--- config.mk ---
export PLATFORM = sky130hd
export DESIGN_NAME = uart_tx_buffered_sim
export DESIGN_NICKNAME = d
export VERILOG_FILES = /design/src/rtl/uart_tx_buffered_sim.sv
export SDC_FILE = /design/constraint.sdc
export NUM_CORES = 1
export LEC_CHECK = 0
export ABC_AREA = 1
export CAP_MARGIN = 20
export CELL_PAD_IN_SITES_DETAIL_PLACEMENT = 1
export CELL_PAD_IN_SITES_GLOBAL_PLACEMENT = 2
export CORE_MARGIN = 2
export CORE_UTILIZATION = 25
export CTS_CLUSTER_DIAMETER = 60
export DETAILED_ROUTE_END_ITERATION = 6
export DONT_BUFFER_PORTS = 1
export PLACE_DENSITY = 0.51
export SYNTH_ARGS = -nofsm -noshare
export SYNTH_HDL_FRONTEND = slang
export SYNTH_SLANG_ARGS = --single-unit
--- constraint.sdc ---
create_clock -name uart_clk -period 2.5 [get_ports uart_clk]
set_input_delay 0.25 -clock uart_clk [delete_from_list [all_inputs] [get_ports uart_clk]]
set_output_delay 0.25 -clock uart_clk [all_outputs]
set_load 0.005 [all_outputs]
--- src/rtl/uart_tx_buffered_sim.sv ---
// FIFO-buffered UART transmitter: start bit, DATA_BITS LSB-first, optional parity, STOP_BITS stop bits.
// Define UART_TX_PARITY_EN to add the parity_odd port and a PARITY bit period.
module uart_tx_buffered_sim #(
  parameter int DATA_BITS  = 8,
  parameter int STOP_BITS  = 1,
  parameter int CLK_DIV    = 1,
  parameter int FIFO_DEPTH = 4
) (
  input  logic                        uart_clk,
  input  logic                        rstn,
  input  logic                        wr_valid,
  input  logic [DATA_BITS-1:0]        wr_data,
  output logic                        wr_ready,
`ifdef UART_TX_PARITY_EN
  input  logic                        parity_odd,
`endif
  output logic                        tx_out,
  output logic                        busy,
  output logic [$clog2(FIFO_DEPTH):0] level
);
  localparam int PW = $clog2(FIFO_DEPTH);
  localparam int LW = PW + 1;
  localparam logic [15:0] CNT_LAST  = 16'(CLK_DIV - 1);
  localparam logic [3:0]  DATA_LAST = 4'(DATA_BITS - 1);
  localparam logic [3:0]  STOP_LAST = 4'(STOP_BITS - 1);

  typedef enum logic [2:0] {
    IDLE,
    START,
    DATA,
`ifdef UART_TX_PARITY_EN
    PARITY,
`endif
    STOP
  } state_t;

  state_t                 state_reg, state_next;
  logic [15:0]            cnt_reg, cnt_next;
  logic [3:0]             idx_reg, idx_next;
  logic [DATA_BITS-1:0]   shift_reg, shift_next;
  logic                   tx_reg, tx_next;
  logic [LW-1:0]          level_reg;
  logic [PW-1:0]          wr_ptr_reg, rd_ptr_reg;
  logic [DATA_BITS-1:0]   mem [FIFO_DEPTH];
  logic                   pop, wr_en, bit_done;
`ifdef UART_TX_PARITY_EN
  logic                   par_reg;
`endif

  assign wr_ready = (level_reg != LW'(FIFO_DEPTH));
  assign wr_en    = rstn & wr_valid & wr_ready;
  assign tx_out   = tx_reg;
  assign busy     = (state_reg != IDLE) || (level_reg != '0);
  assign level    = level_reg;

  always_ff @(posedge uart_clk) begin
    if (!rstn) begin
      state_reg  <= IDLE;
      cnt_reg    <= '0;
      idx_reg    <= '0;
      tx_reg     <= 1'b1;
      level_reg  <= '0;
      wr_ptr_reg <= '0;
      rd_ptr_reg <= '0;
    end else begin
      state_reg <= state_next;
      cnt_reg   <= cnt_next;
      idx_reg   <= idx_next;
      tx_reg    <= tx_next;
      if (wr_en) wr_ptr_reg <= wr_ptr_reg + PW'(1);
      if (pop)   rd_ptr_reg <= rd_ptr_reg + PW'(1);
      if (wr_en && !pop)
        level_reg <= level_reg + LW'(1);
      else if (!wr_en && pop)
        level_reg <= level_reg - LW'(1);
    end
  end

  // Storage and the pop-time read are kept reset-free so the array maps onto RAM.
  always_ff @(posedge uart_clk) begin
    if (wr_en) mem[wr_ptr_reg] <= wr_data;
    if (pop) begin
      shift_reg <= mem[rd_ptr_reg];
`ifdef UART_TX_PARITY_EN
      par_reg   <= (^mem[rd_ptr_reg]) ^ parity_odd;
`endif
    end else begin
      shift_reg <= shift_next;
    end
  end

  always_comb begin
    state_next = state_reg;
    cnt_next   = cnt_reg;
    idx_next   = idx_reg;
    shift_next = shift_reg;
    tx_next    = tx_reg;
    pop        = 1'b0;
    bit_done   = (cnt_reg == CNT_LAST);
    if (state_reg != IDLE) cnt_next = bit_done ? '0 : cnt_reg + 16'd1;
    case (state_reg)
      IDLE: pop = (level_reg != '0);
      START: if (bit_done) begin
        state_next = DATA;
        idx_next   = '0;
        tx_next    = shift_reg[0];
        shift_next = shift_reg >> 1;
      end
      DATA: if (bit_done) begin
        if (idx_reg == DATA_LAST) begin
`ifdef UART_TX_PARITY_EN
          state_next = PARITY;
          tx_next    = par_reg;
`else
          state_next = STOP;
          tx_next    = 1'b1;
`endif
          idx_next   = '0;
        end else begin
          idx_next   = idx_reg + 4'd1;
          tx_next    = shift_reg[0];
          shift_next = shift_reg >> 1;
        end
      end
`ifdef UART_TX_PARITY_EN
      PARITY: if (bit_done) begin
        state_next = STOP;
        tx_next    = 1'b1;
        idx_next   = '0;
      end
`endif
      STOP: if (bit_done) begin
        // Chain straight into the next start bit when more data is queued.
        if (idx_reg == STOP_LAST) begin
          if (level_reg != '0) pop = 1'b1;
          else                 state_next = IDLE;
        end else begin
          idx_next = idx_reg + 4'd1;
        end
      end
      default: state_next = IDLE;
    endcase
    if (pop) begin
      state_next = START;
      tx_next    = 1'b0;
      cnt_next   = '0;
      idx_next   = '0;
    end
  end
endmodule

==> out/metrics.csv <==
metric,value,unit
status,completed,
htree depth,3,
"Avg Cell Area, Syn",9.17,µm²
Clock Pin Slew Worst Setup and Hold Paths,0.06,ns
Fillers,1565,
largest net degree at the start of global routing,19,
Crit Path Class,register to register,
min Tclk post-route,2.24,ns
pwr dens,1060,mW/mm²
DRC,0,
DR vias,2506,
Leakage,1.49,nW
total wire length,8030,µm
# setup viols final,0,
total track usage,12.4,%
Yosys Warn Count,0,
worst relative slew slack,66.4,%
Die X,121,µm
CTS tree,done,
Post-Synthesis Cells,376,
worst vdd ir,555,µV
row count,42,
CTS buffer count,9,
slowest library cell on the worst path,dfxtp_1,
DRT iter0 DRCs,67,
Worst setup EP type,register,
area grow syn2layout,17.8,%
top fanout value on the critical path,4,
Die ar.,0.0148,mm²
vias in the first global route,2695,
Sink Count,72,
Final Util,30.5,%
Final #Nets,423,
TNS Setup,0,ns
Worst-Skew Late Latency,0.34,ns
critical path required time,2.72,ns
layout cell share with drive strength beyond 1,11.0,%
"Distinct cells, synth",38,
Hold/Removal Path Class,input port to register,
"Buf+Inv Stages, Crit Path",2,
Post-CTS Resized,0,
fmax,447,MHz
Worst Setup Start Kind,register,
Slew @ Worst Pin,0.503,ns
wire per inst,13.9,µm
Chip Height,121,µm
Layout Cells excl Fill,577,
Fin. Hold Viols,0,
pins over their slew limit,0,
total gr overflow,0,
PortBufs,0,
Max clock buf depth,2,
Post-CTS Hold Buffers,9,
DR pass1 iterations,3,
biggest cell delay along the critical path,0.38,ns
first-pass GRT wire length,13800,µm
Routability Congestion,0.729,
synthesized area,0.00345,mm²
drt via density,4.34,
Post-Syn Nets,402,
# Post-CTS Setup Buffers,0,
Starting Density,25.8,%
"Seq/Total Area, Yosys",53.4,%
initial antenna violation count,0,
WP data arrival,2.46,ns
Antenna Nets Post-Route,0,
core area,0.0133,mm²
diodes inserted,0,
CTS root buffer,clkbuf_16,
Top Ports,17,
max FFs per register,32,
Tcrit/Tclk final,89.6,%
dpl hpwl,5870,µm
RSZ-0062 raised after global routing,no,
critical path's top delay family,adder cells,
placed cells,553,
Yosys reg bits,72,
max-cap viol count,0,
critical path cell sequence,inv_1 -> ha_1 -> nand3_1 -> nor2_2 -> nand3_2 -> nand2_1 -> nand2_1 -> ha_1 -> inv_1 -> fa_1 -> a21oi_1 -> o21ai_0 -> o21ai_0 -> a21oi_1,
Final Skew,0.00588,ns
final timing paths:
path	slack, ns	from	end	cells past startpoint
setup / recovery	0.26	cnt_reg[0]	level[2]	14
setup reg to reg	0.26	cnt_reg[0]	level[2]	14
hold reg to reg	0.49	cnt_reg[15]	cnt_reg[15]	2
hold / removal	0.03	rstn	state_reg[0]	2
where the power goes:
group / switching, mW / internal, mW
clock: 0.496 / 0.766
sequential: 0.102 / 1.51
combinational: 0.940 / 0.473
total: 1.54 / 2.75
synth_stat cells, drive strengths merged:
| cell | instances | area share (%) |
|---|---|---|
| fa | 1 | 0.58 |
| and3 | 1 | 0.18 |
| nand2 | 50 | 5.7 |
| clkbuf | 4 | 0.44 |
| buf | 8 | 1.9 |
| xor2 | 10 | 2.5 |
| o211ai | 3 | 0.65 |
| a211oi | 3 | 0.65 |
| o21ai | 24 | 3.5 |
| or2 | 2 | 0.36 |
| xnor2 | 3 | 0.76 |
| nand3 | 22 | 3.3 |
| nor4 | 1 | 0.18 |
| dfxtp | 32 | 19 |
| a31oi | 8 | 1.6 |
| a21oi | 21 | 3.4 |
| nor2 | 81 | 9.4 |
| edfxtp | 40 | 35 |
| nand3b | 1 | 0.22 |
| a22oi | 1 | 0.22 |
| ha | 14 | 5.1 |
| nand4 | 4 | 0.73 |
| nor3b | 2 | 0.58 |
| nor3 | 5 | 0.87 |
| inv | 35 | 3.8 |
final cells by class:
type	count	area [µm²]	area share, %
Clock buffer	10	229	5.63
Clock inverter	5	58.8	1.45
Multi-Input combinational cell	257	1400	34.3
Timing Repair Buffer	22	188	4.62
Tap cell	176	220	5.42
Sequential cell	72	1840	45.3
Inverter	35	131	3.23
worst reg2reg max path, cell delays in order, from the launching register on:
cell and delay, ns:
dfxtp_1 0.38, inv_1 0.10, ha_1 0.21, nand3_1 0.09
nor2_2 0.05, nand3_2 0.09, nand2_1 0.05, nand2_1 0.09
ha_1 0.15, inv_1 0.06, fa_1 0.37, a21oi_1 0.14
o21ai_0 0.10, o21ai_0 0.17, a21oi_1 0.06
logic make-up (layout without fill, tap and decap cells):
family / Yosys count / in the layout / synth area share (%)
adders and majority gates: 15 / 15 / 5.66
xor gates and xnor gates: 13 / 13 / 3.30
AOI/OAI and AO/OA: 60 / 60 / 10.0
and+or+nand+nor: 169 / 169 / 21.5
buffers and inverters: 47 / 72 / 6.13
DFF: 72 / 72 / 53.4
layer usage:
| layer | up-vias | part of all wire, % | GRT usage (%) |
|---|---|---|---|
| met5 | - | 0 | 0 |
| met4 | 0 | 2.1 | 5.82 |
| li1 | 1296 | - | - |
| met1 | 1177 | 46 | 14.2 |
| met3 | 11 | 2.4 | 3.90 |
| met2 | 22 | 49 | 21.2 |
stage by stage:
| stage | power (mW) | setup slack [ns] | instance area, µm² | hold slack, ns |
|---|---|---|---|---|
| after floorplan | 2.68 | 0.235 | 3450 | 0.349 |
| after global placement | 3.10 | 0.277 | 3690 | 0.349 |
| after detailed placement | 3.09 | 0.252 | 3690 | 0.347 |
| after CTS | 4.40 | 0.234 | 4070 | 0.0142 |
| after global routing | 4.65 | 0.0474 | 4070 | 0.0202 |
| final | 4.29 | 0.261 | 4070 | 0.0344 |
layout by cell type (no fill, tap or decap), types with 2 or more instances in the layout:
| cell | netlist | layout |
|---|---|---|
| nand2_2 | 3 | 3 |
| inv_2 | 2 | 2 |
| nor3_1 | 4 | 4 |
| nand2_1 | 47 | 47 |
| xor2_1 | 10 | 10 |
| inv_1 | 33 | 33 |
| a31oi_1 | 7 | 7 |
| o211ai_1 | 3 | 3 |
| clkinvlp_4 | 0 | 2 |
| buf_4 | 3 | 13 |
| clkbuf_16 | 0 | 9 |
| nor2_1 | 75 | 75 |
| dlygate4sd3_1 | 0 | 9 |
| edfxtp_1 | 40 | 40 |
| dfxtp_1 | 32 | 32 |
| xnor2_1 | 3 | 3 |
| a21oi_1 | 20 | 20 |
| a211oi_1 | 3 | 3 |
| nor2_2 | 5 | 5 |
| o21ai_0 | 24 | 24 |
| nand3_1 | 21 | 21 |
| ha_1 | 14 | 14 |
| nand4_1 | 4 | 4 |
No activity file was read; power rests on OpenSTA's default activity.
